`src/rtl/guess_scorekeeper.sv`:
```
// Game-control stage behind guess_FSM: paces its LED rotation with an en tick,
// keeps BCD win/loss scores, raises speed on win streaks and ends the game on losses.
module guess_scorekeeper #(
  parameter int BASE_DIV     = 25000000,
  parameter int MAX_LOSSES   = 3,
  parameter int SPEEDUP_WINS = 4
) (
  input  logic       clk,
  input  logic       reset,
  input  logic       start,
  input  logic       win,
  input  logic       lose,
  output logic       en,
  output logic [7:0] wins_bcd,
  output logic [3:0] losses_bcd,
  output logic [1:0] level,
  output logic       playing,
  output logic       game_over
);

  localparam int DW = $clog2(BASE_DIV);
  localparam logic [DW-1:0] LIM0 = DW'(BASE_DIV - 1);
  localparam logic [DW-1:0] LIM1 = DW'((BASE_DIV >> 1) - 1);
  localparam logic [DW-1:0] LIM2 = DW'((BASE_DIV >> 2) - 1);
  localparam logic [DW-1:0] LIM3 = DW'((BASE_DIV >> 3) - 1);

  typedef enum logic [1:0] {IDLE, PLAY, RESULT, OVER} state_e;

  state_e        state_q, state_d;
  logic          start_s1_q, start_s2_q, start_s3_q;
  logic          win_q, win_prev_q, lose_q, lose_prev_q;
  logic [DW-1:0] div_q, div_d, div_lim;
  logic          en_q, en_d;
  logic [7:0]    wins_q, wins_d, wins_inc;
  logic [3:0]    losses_q, losses_d, losses_inc;
  logic [1:0]    level_q, level_d;
  logic [3:0]    streak_q, streak_d, streak_inc;
  logic          playing_q, game_over_q;
  logic          start_rise, win_rise, lose_rise;

  // Start is asynchronous to clk; win/lose come from guess_FSM and only need edge history.
  always_ff @(posedge clk or negedge reset) begin
    if (!reset) begin
      start_s1_q  <= 1'b0;
      start_s2_q  <= 1'b0;
      start_s3_q  <= 1'b0;
      win_q       <= 1'b0;
      win_prev_q  <= 1'b0;
      lose_q      <= 1'b0;
      lose_prev_q <= 1'b0;
    end else begin
      start_s1_q  <= start;
      start_s2_q  <= start_s1_q;
      start_s3_q  <= start_s2_q;
      win_q       <= win;
      win_prev_q  <= win_q;
      lose_q      <= lose;
      lose_prev_q <= lose_q;
    end
  end

  assign start_rise = start_s2_q & ~start_s3_q;
  assign win_rise   = win_q & ~win_prev_q;
  assign lose_rise  = lose_q & ~lose_prev_q;

  assign streak_inc = streak_q + 4'd1;
  assign losses_inc = losses_q + 4'd1;

  always_comb begin
    wins_inc = wins_q;
    if (wins_q != 8'h99) begin
      if (wins_q[3:0] == 4'd9) wins_inc = {wins_q[7:4] + 4'd1, 4'd0};
      else                     wins_inc = {wins_q[7:4], wins_q[3:0] + 4'd1};
    end
  end

  always_comb begin
    case (level_q)
      2'd0:    div_lim = LIM0;
      2'd1:    div_lim = LIM1;
      2'd2:    div_lim = LIM2;
      default: div_lim = LIM3;
    endcase
  end

  always_comb begin
    state_d  = state_q;
    div_d    = div_q;
    en_d     = 1'b0;
    wins_d   = wins_q;
    losses_d = losses_q;
    level_d  = level_q;
    streak_d = streak_q;
    case (state_q)
      IDLE, OVER: begin
        if (start_rise) begin
          wins_d   = 8'h00;
          losses_d = 4'h0;
          level_d  = 2'd0;
          streak_d = 4'd0;
          div_d    = '0;
          state_d  = PLAY;
        end
      end
      PLAY: begin
        // A loss wins any tie with a simultaneous win.
        if (lose_rise) begin
          losses_d = losses_inc;
          streak_d = 4'd0;
          div_d    = '0;
          state_d  = (losses_inc == 4'(MAX_LOSSES)) ? OVER : RESULT;
        end else if (win_rise) begin
          wins_d = wins_inc;
          if (streak_inc == 4'(SPEEDUP_WINS)) begin
            streak_d = 4'd0;
            if (level_q != 2'd3) level_d = level_q + 2'd1;
          end else begin
            streak_d = streak_inc;
          end
          div_d   = '0;
          state_d = RESULT;
        end else if (div_q == div_lim) begin
          en_d  = 1'b1;
          div_d = '0;
        end else begin
          div_d = div_q + 1'b1;
        end
      end
      RESULT: begin
        div_d = '0;
        if (!win_q && !lose_q) state_d = PLAY;
      end
      default: state_d = IDLE;
    endcase
  end

  always_ff @(posedge clk or negedge reset) begin
    if (!reset) begin
      state_q     <= IDLE;
      div_q       <= '0;
      en_q        <= 1'b0;
      wins_q      <= 8'h00;
      losses_q    <= 4'h0;
      level_q     <= 2'd0;
      streak_q    <= 4'd0;
      playing_q   <= 1'b0;
      game_over_q <= 1'b0;
    end else begin
      state_q     <= state_d;
      div_q       <= div_d;
      en_q        <= en_d;
      wins_q      <= wins_d;
      losses_q    <= losses_d;
      level_q     <= level_d;
      streak_q    <= streak_d;
      playing_q   <= (state_d == PLAY) || (state_d == RESULT);
      game_over_q <= (state_d == OVER);
    end
  end

  assign en         = en_q;
  assign wins_bcd   = wins_q;
  assign losses_bcd = losses_q;
  assign level      = level_q;
  assign playing    = playing_q;
  assign game_over  = game_over_q;

endmodule

```
`config.mk`:
```
export PLATFORM = sky130hd
export DESIGN_NAME = guess_scorekeeper
export DESIGN_NICKNAME = d
export VERILOG_FILES = /design/src/rtl/guess_scorekeeper.sv
export SDC_FILE = /design/constraint.sdc
export NUM_CORES = 1
export LEC_CHECK = 0
export ABC_CLOCK_PERIOD_IN_PS = 4500
export CAP_MARGIN = 0
export CORE_MARGIN = 2
export CORE_UTILIZATION = 40
export DETAILED_ROUTE_END_ITERATION = 16
export PLACE_DENSITY = 0.56
export SYNTH_ARGS = -nofsm -noshare
export SYNTH_HDL_FRONTEND = slang
export SYNTH_SLANG_ARGS = --single-unit
```
`constraint.sdc`:
```
create_clock -name clk -period 4.5 [get_ports clk]
set_input_delay 0.675 -clock clk [delete_from_list [all_inputs] [get_ports clk]]
set_output_delay 0.675 -clock clk [all_outputs]
set_load 0.01 [all_outputs]
```
# Yosys cells after proc, flatten, opt, wreduce, memory -nomap -nowiden
# Index checks and enable logic that the tools add are counted.
[classes]
n_addsub = 6
n_mul = 0
div = 0
magnitude_cmp = 0
n_eq_ne = 23
n_shift = 0
n_mux = 35
bitwise_logic = 6
reduce_logical = 13
[op_table]
columns = ["operator", "n"]
rows = [
  ["25-bit one-hot mux with 3 select lines", 2],
  ["25-bit two-way mux", 4],
  ["8-bit two-way mux", 5],
  ["25-bit by 1-bit adder with 25-bit output (second input constant)", 1],
  ["25-bit equality test", 1],
  ["4-bit two-way mux", 5],
  ["2-bit two-way mux", 9],
  ["2-bit inequality test (second input constant)", 9],
  ["4-bit by 1-bit adder with 4-bit output (second input constant)", 4],
  ["4-bit one-hot mux with 2 select lines", 2],
  ["8-bit one-hot mux with 2 select lines", 1],
  ["6-bit AND reduction", 2],
  ["2-bit equality test (second input constant)", 5],
  ["8-bit inequality test (second input constant)", 1],
  ["2-bit by 1-bit equality test with 1-bit output (second input constant)", 3],
  ["2-bit one-hot mux with 3 select lines", 1],
  ["3-bit AND reduction", 2],
  ["1-bit two-way mux", 5],
  ["5-bit AND reduction", 1],
  ["4-bit by 2-bit equality test with 1-bit output (second input constant)", 1],
  ["4-bit by 3-bit equality test with 1-bit output (second input constant)", 1],
  ["4-bit equality test (second input constant)", 1],
  ["2-bit logical NOT", 2],
  ["2-bit one-hot mux with 2 select lines", 1],
  ["other kinds (9)", 14],
]
[word_totals]
regBits = 55
latchBits = 0
ramBits = 0
romBits = 0
input_bits = 5
out_inout_bits = 17
elab_cells = 100
mem_count = 0

# Longest topological paths before layout
# Gate-level depths: netlist of run 1.
[depth]
depth_word = 7
depth_mapped = 10
ltp_nobuf = 8

# Least setup slack after synthesis of run 1
# No wires, ideal clock.
[synth_path]
path_type = "reg-to-reg"
from = "register level_q[0] (netlist: level[0])"
to = "register div_q[3]"
setup_ns = 0.127
arrival_ns = 2.371
required_ns = 4.373
slack_ns = 2.002
stages_incl_launch_ff = 11
path_buffers = 2
synth_period_minus_slack_ns = 2.498
path_cell_list = "dfrtp_1 > clkbuf_1 > inv_1 > ha_1 > nor3_1 > o21ai_0 > a2111oi_2 > a21oi_4 > buf_2 > a21oi_1 > o22ai_1"
[synth_via]
elab_chain_len = 7
elab_cells_between_ends = 9
cone_classes = "eq/ne: 3; mux: 5; reduce/logical: 1"
[synth_rtl]
columns = ["element", "line_no", "rtl"]
rows = [
  ["start, declared", "36", "logic [1:0] level_q, level_d;"],
  ["start signal, assigned", "154", "level_q <= level_d;"],
  ["2-bit equality test, or another cell as far along", "78", "case (level_q)"],
  ["25-bit one-hot mux with 3 select lines *", "78", ""],
  ["25-bit equality test *", "122", "end else if (div_q == div_lim) begin"],
  ["25-bit two-way mux *", "122", ""],
  ["25-bit two-way mux *", "112", "end else if (win_rise) begin"],
  ["25-bit two-way mux *", "107", "if (lose_rise) begin"],
  ["25-bit one-hot mux with 3 select lines *", "94", "case (state_q)"],
  ["end signal, assigned", "150", "div_q <= div_d;"],
  ["end, declared", "32", "logic [DW-1:0] div_q, div_d, div_lim;"],
]
# Every way passes the cells marked *; elsewhere a longest branch is shown, timed or not.
# A chain may end at the register's enable or synchronous reset.

# Worst setup path after layout of run 1
[layout_path]
from = "register level_q[0] (netlist: level[0])"
to = "register div_q[15]"
# The elaborated chain is that of the path after synthesis.

==> flow_summary_export.csv, run 1 <==
group,metric,value,unit
yosys,synth.cell_area,3300,um^2
drt,num_vias,2789,
power_and_ir_drop,powerDensity,409,nW/um^2
timing,finalCritPeriodShare,0.646,
cts,cts_resized,0,
job,timing.max_cap.violations,0,
yosys,ys_ff_latch,55,
yosys,yosys.area.top_type_share,0.417,
timing,setup_viol,0,
setup_path,critPathMaxFanout,24,
die,core,8090,um^2
yosys,synth_top_cell_by_area,"dfrtp_1",
cts,cts.sinks,55,
drt,drtIter0Drc,206,
cts,cts_inserted_buffers,5,
timing,fin_crit,2.91,ns
yosys,ys.flop_type,"dfrtp_1",
global_routing,overflow,0,
timing,drv_slew,0,
global_routing,grtUsageMet1,0.266,
final_layout,area_growth,11.7,%
setup_path,endpoint_kind,"flip-flop",
run_status,outcome,"finished clean",
cts,holdBufCountCts,0,
yosys,synth_area_per_cell,8.93,um^2
timing,fmax,344,MHz
global_routing,grt_usage,0.184,
placed_design,gp_congestion,0.783,
die,die_y,94.8,um
global_routing,grt_pass1_wl,13000,um
timing,slew_headroom,0.508,
power_and_ir_drop,ir_drop,255,uV
die,io_pins,22,
drt,first_pass_iters,4,
setup_path,cp_slowest_cell,"dfrtp_1",
yosys,synth_edf_count,0,
drt,wl_per_cell,15.6,um
setup_path,critical_path_class,"flip-flop to flip-flop",
global_routing,first_global_vias,2541,
yosys,async_reset_ff_frac,1.00,
setup_path,required,4.68,ns
global_routing,use_met2,0.287,
yosys,syn_inst,369,
drt,drt_wl_total,7700,um
yosys,synth.area.top_cells,"dfrtp_1 (42%), ha_1 (7.2%), nand2_1 (6.5%)",
timing,layout_setup_ws,1.59,ns
global_routing,grt_util_met3,0.0319,
timing,tns,0,ns
die,num_rows,33,
yosys,synth_most_common_cell,"nand2_1",
yosys,synth_nets,393,
timing,worstMarginPinSlew,0.737,ns
cts,clockBufferDepth,2,
power_and_ir_drop,power,1.51,mW
drt,ant_nets,0,
cts,cts_tree,"built",
yosys,seq_area_frac_synth,0.417,
yosys,yosysWarnings,0,
power_and_ir_drop,internal_power,0.864,mW
die,die_w,94.8,um
power_and_ir_drop,power_frac_seq,0.401,
yosys,synth_cell_types,52,
power_and_ir_drop,leakagePower,1.58,nW
setup_path,slowest_delay,0.59,ns
die,initial_core_util,0.407,
power_and_ir_drop,clockPowerShare,0.192,
timing,finClkSkew,0.00573,ns
drt,drc,0,
power_and_ir_drop,power_frac_comb,0.407,
setup_path,crit_chain,"inv_1, ha_1, nor3_1, o21ai_0, a2111oi_2, a21oi_4, buf_4, nand2_2, o311ai_0",
cts,cts_root_buf,"clkbuf_8",
drt,vias_per_cell,5.66,
cts,clkTransAtPathRegs,0.11,ns
timing,grt_setup_unrepaired,"no",
final_layout,diodes,0,
global_routing,antenna_found_initial,0,
placed_design,port_buffers,21,
global_routing,grt_max_degree,56,
timing,finalHoldViolations,0,
setup_path,cp.arrival,3.09,ns
die,dieArea,8980,um^2
hold_path,min_path_type,"flip-flop to flip-flop",
final_layout,fillers,822,
power_and_ir_drop,switching_power,0.644,mW
cts,htree_levels,2,
global_routing,grt-busiest-layer,"met2",
placed_design,place_hpwl,5280,um
placed_design,post-place-ws,1.63,ns
power_and_ir_drop,p_sw_frac,0.427,
final_layout,drive_above_1_share,0.0722,
cts,postCtsSetupBuffers,0,
setup_path,start_kind,"flip-flop",
yosys,ys_top_cells_by_count,"nand2_1 (57), dfrtp_1 (55), nand3_1 (25), o21ai_0 (24), inv_1 (20)",
final_layout,final_nets,411,
cts,clock_latency,0.32,ns
[cell usage in the layout (no fill, tap or decap), types with 8 or more instances in the layout]
cell type and instances:
nand3_1 25, inv_1 20, o311ai_0 8, clkdlybuf4s50_1 20, ha_1 19, nand2_1 57, o21ai_0 24, dfrtp_1 55
a21oi_1 16, nor2_1 16, nor3_1 9
[per-stage QoR]
step / instance area [um^2] / util / cells / hold WS [ns]
after floorplan: 3300 / - / 369 / 0.331
after global placement: 3590 / 0.444 / 485 / 0.333
after detailed placement: 3590 / 0.444 / 485 / 0.338
after CTS: 3680 / 0.455 / 493 / 0.362
after global routing: 3680 / 0.455 / 493 / 0.376
final: 3680 / 0.455 / 493 / 0.360
[per-layer routing]
metal | wire length (um) | share of wire | vias up
met5 | 0 | 0 | -
met4 | 87 | 0.011 | 0
met3 | 268 | 0.035 | 9
met2 | 3470 | 0.45 | 51
met1 | 3880 | 0.50 | 1357
li1 | - | - | 1372
[power groups by stage]
stage,Sequential [mW],Combinational [mW],Clock [mW]
detailed placement,0.614,0.616,0
CTS,0.605,0.619,0.302
floorplan,0.614,0.420,0
global placement,0.614,0.612,0
global route,0.617,0.695,0.320
finish,0.605,0.614,0.289
[state kept, by name (all words and copies together) (netlist names)]
signal       flops
level            2
playing          1
streak_q         4
game_over        1
state_q          2
start_s3_q       1
div_q           25
en               1
wins_bcd         8
start_s1_q       1
win_q            1
lose_prev_q      1
start_s2_q       1
win_prev_q       1
lose_q           1
losses_bcd       4
[final timing paths]
path	slack, ns	startpoint	cells after the start	to
worst min register to register	0.36	start_s1_q	0	start_s2_q
worst min-delay path	0.36	start_s1_q	0	start_s2_q
worst max register to register	1.59	level[0]	9	div_q[15]
min in group asynchronous	0.47	reset	2	streak_q[1]
max in group asynchronous	3.53	reset	2	wins_bcd[4]
worst max-delay path	1.59	level[0]	9	div_q[15]
[final cells by class]
cell class	instances	area [um^2]	area share
repair buffers	25	235	0.0639
clock inverters	3	20.0	0.00543
clock buffers	5	68.8	0.0187
multi-input cells	280	1780	0.482
well taps	105	131	0.0357
inverters	20	75.1	0.0204
flip-flops and latches	55	1380	0.374
[critical path, delay by kind of cell (launching register included)]
| kind | cells | cell delay, ns |
|---|---|---|
| flops | 1 | 0.59 |
| compound gates | 4 | 0.96 |
| buf+inv | 2 | 0.39 |
| simple gates | 2 | 0.51 |
| fa+ha+maj | 1 | 0.30 |
[cell families after synthesis]
family | count (synthesis) | synth area share
simple gates | 166 | 0.271
compound gates | 88 | 0.175
xor+xnor | 3 | 0.00797
buf+inv | 34 | 0.0448
fa+ha+maj | 19 | 0.0721
mux | 4 | 0.0121
flops | 55 | 0.417
Power figures use the tool's default switching activity.
==> run 2: changes to the inputs <==
ABC_CLOCK_PERIOD_IN_PS = 2700   (was 4500)
clock period = 2.7 ns   (was 4.5 ns; I/O delays follow)
==> run 2 against run 1 <==
First-iteration DRC count fell by 59%. Sequential power increased by 65%. Wire length is essentially flat.
==> flow_summary_export.csv, run 2 (synthesis gave the netlist of run 1 again) <==
group,metric,value,unit
setup_path,required,2.89,ns
drt,drc,0,
timing,drv_slew,0,
cts,clock_latency,0.31,ns
drt,drtIter0Drc,84,
drt,wl_per_cell,15.4,um
final_layout,fin_cells,499,
die,io_pins,22,
cts,cts_inserted_buffers,5,
final_layout,final_nets,418,
timing,slew_headroom,0.524,
final_layout,drive_above_1_share,0.0863,
die,core,8090,um^2
placed_design,placed_cells,492,
drt,first_pass_iters,4,
power_and_ir_drop,clockPowerShare,0.184,
power_and_ir_drop,ir_drop,366,uV
drt,drt_wl_total,7710,um
placed_design,port_buffers,21,
setup_path,critPathMaxFanout,23,
final_layout,largest_reg_flops,25,
timing,setup_viol,0,
placed_design,place_area,3650,um^2
setup_path,critical_path_class,"flip-flop to flip-flop",
cts,cts_tree,"built",
global_routing,grt_pass1_wl,13100,um
drt,vias_per_cell,5.50,
power_and_ir_drop,internal_power,1.49,mW
final_layout,final_cell_mix,"nand2_1 (57), dfrtp_1 (55), nand3_1 (25), o21ai_0 (24)",
die,initial_core_util,0.407,
power_and_ir_drop,power_frac_seq,0.395,
cts,clockBufferDepth,2,
cts,htree_levels,2,
setup_path,ff2ff_path_depth,9,
setup_path,endpoint_kind,"flip-flop",
power_and_ir_drop,powerDensity,678,nW/um^2
final_layout,diodes,0,
setup_path,worstReg2RegEnd,"div_q[14]",
timing,tns,0,ns
setup_path,r2r_setup_slack,0.21,ns
drt,ant_nets,0,
timing,grt_setup_unrepaired,"no",
timing,fmax,401,MHz
die,die_w,94.8,um
cts,cts.sinks,55,
final_layout,top_register,"div_q",
run_status,outcome,"finished clean",
final_layout,final_common_cell,"nand2_1",
global_routing,grt_usage,0.183,
global_routing,grt_max_degree,30,
cts,cts_resized,0,
placed_design,gp_congestion,0.791,
setup_path,start_kind,"flip-flop",
placed_design,place_hpwl,5460,um
timing,worstMarginPinSlew,0.715,ns
die,num_rows,33,
power_and_ir_drop,switching_power,1.05,mW
job,timing.max_cap.violations,0,
drt,num_vias,2746,
die,die_y,94.8,um
timing,finClkSkew,0.0159,ns
global_routing,antenna_found_initial,0,
final_layout,fin_area,3750,um^2
power_and_ir_drop,leakagePower,1.63,nW
cts,cts_root_buf,"clkbuf_8",
setup_path,r2r_start,"level[0]",
timing,finalHoldViolations,0,
timing,finalCritPeriodShare,0.923,
cts,clkTransAtPathRegs,0.10,ns
final_layout,area_growth,13.8,%
global_routing,first_global_vias,2629,
power_and_ir_drop,power_frac_comb,0.421,
cts,postCtsSetupBuffers,0,
die,dieArea,8980,um^2
setup_path,cp.arrival,2.68,ns
timing,fin_crit,2.49,ns
power_and_ir_drop,p_sw_frac,0.414,
hold_path,min_path_type,"input pin to asynchronous set/reset pin",
cts,holdBufCountCts,0,
global_routing,overflow,0,
run 2: worst max-delay path by stage:
stage / from / end / slack, ns / cells after the start
final: level[0] / div_q[14] / 0.21 / 9
after global placement: level[0] / div_q[20] / 0.24 / 8
after global routing: level[0] / div_q[14] / 0.002 / 9
after detailed placement: level[0] / div_q[5] / 0.16 / 8
after CTS: level[0] / div_q[16] / 0.16 / 8
after floorplan: level[0] / div_q[3] / 0.20 / 10
run 2: stage by stage:
step	hold slack (ns)	utilization	worst slack (ns)	power [mW]
3_3_place_gp	0.332	0.451	0.239	2.08
4_1_cts	0.160	0.462	0.158	2.56
2_1_floorplan	0.109	-	0.202	1.72
5_1_grt	0.178	0.464	0.00229	2.77
6_report	0.142	0.464	0.208	2.54
3_5_place_dp	0.347	0.451	0.161	2.08
run 2: routing by layer:
metal / global-route usage / part of all wire
met4: 0.0411 / 0.0077
met1: 0.263 / 0.52
met5: 0 / 0
met2: 0.291 / 0.45
met3: 0.0255 / 0.022
run 2: final cells by class:
class / instances / area [um^2]
Fill cell: 817 / 4340
Multi-Input combinational cell: 280 / 1790
Sequential cell: 55 / 1380
Timing Repair Buffer: 32 / 288
Tap cell: 105 / 131
Clock buffer: 6 / 82.6
Inverter: 20 / 75.1
Clock inverter: 1 / 5.00
run 2: critical path: stages (launching register included):
cell,delay [ns]
dfrtp_1,0.49
inv_1,0.13
ha_1,0.29
nor3_1,0.17
o21ai_0,0.16
a2111oi_4,0.49
a21oi_4,0.11
buf_4,0.24
a31oi_1,0.19
o31ai_1,0.09
run 2: power by group through the flow:
| stage | combinational (mW) | clock, mW | sequential [mW] |
|---|---|---|---|
| 6_report | 1.07 | 0.469 | 1.00 |
| 5_1_grt | 1.22 | 0.526 | 1.03 |
| 4_1_cts | 1.07 | 0.490 | 1.01 |
| 3_5_place_dp | 1.06 | 0 | 1.02 |
| 3_3_place_gp | 1.06 | 0 | 1.02 |
| 2_1_floorplan | 0.699 | 0 | 1.02 |
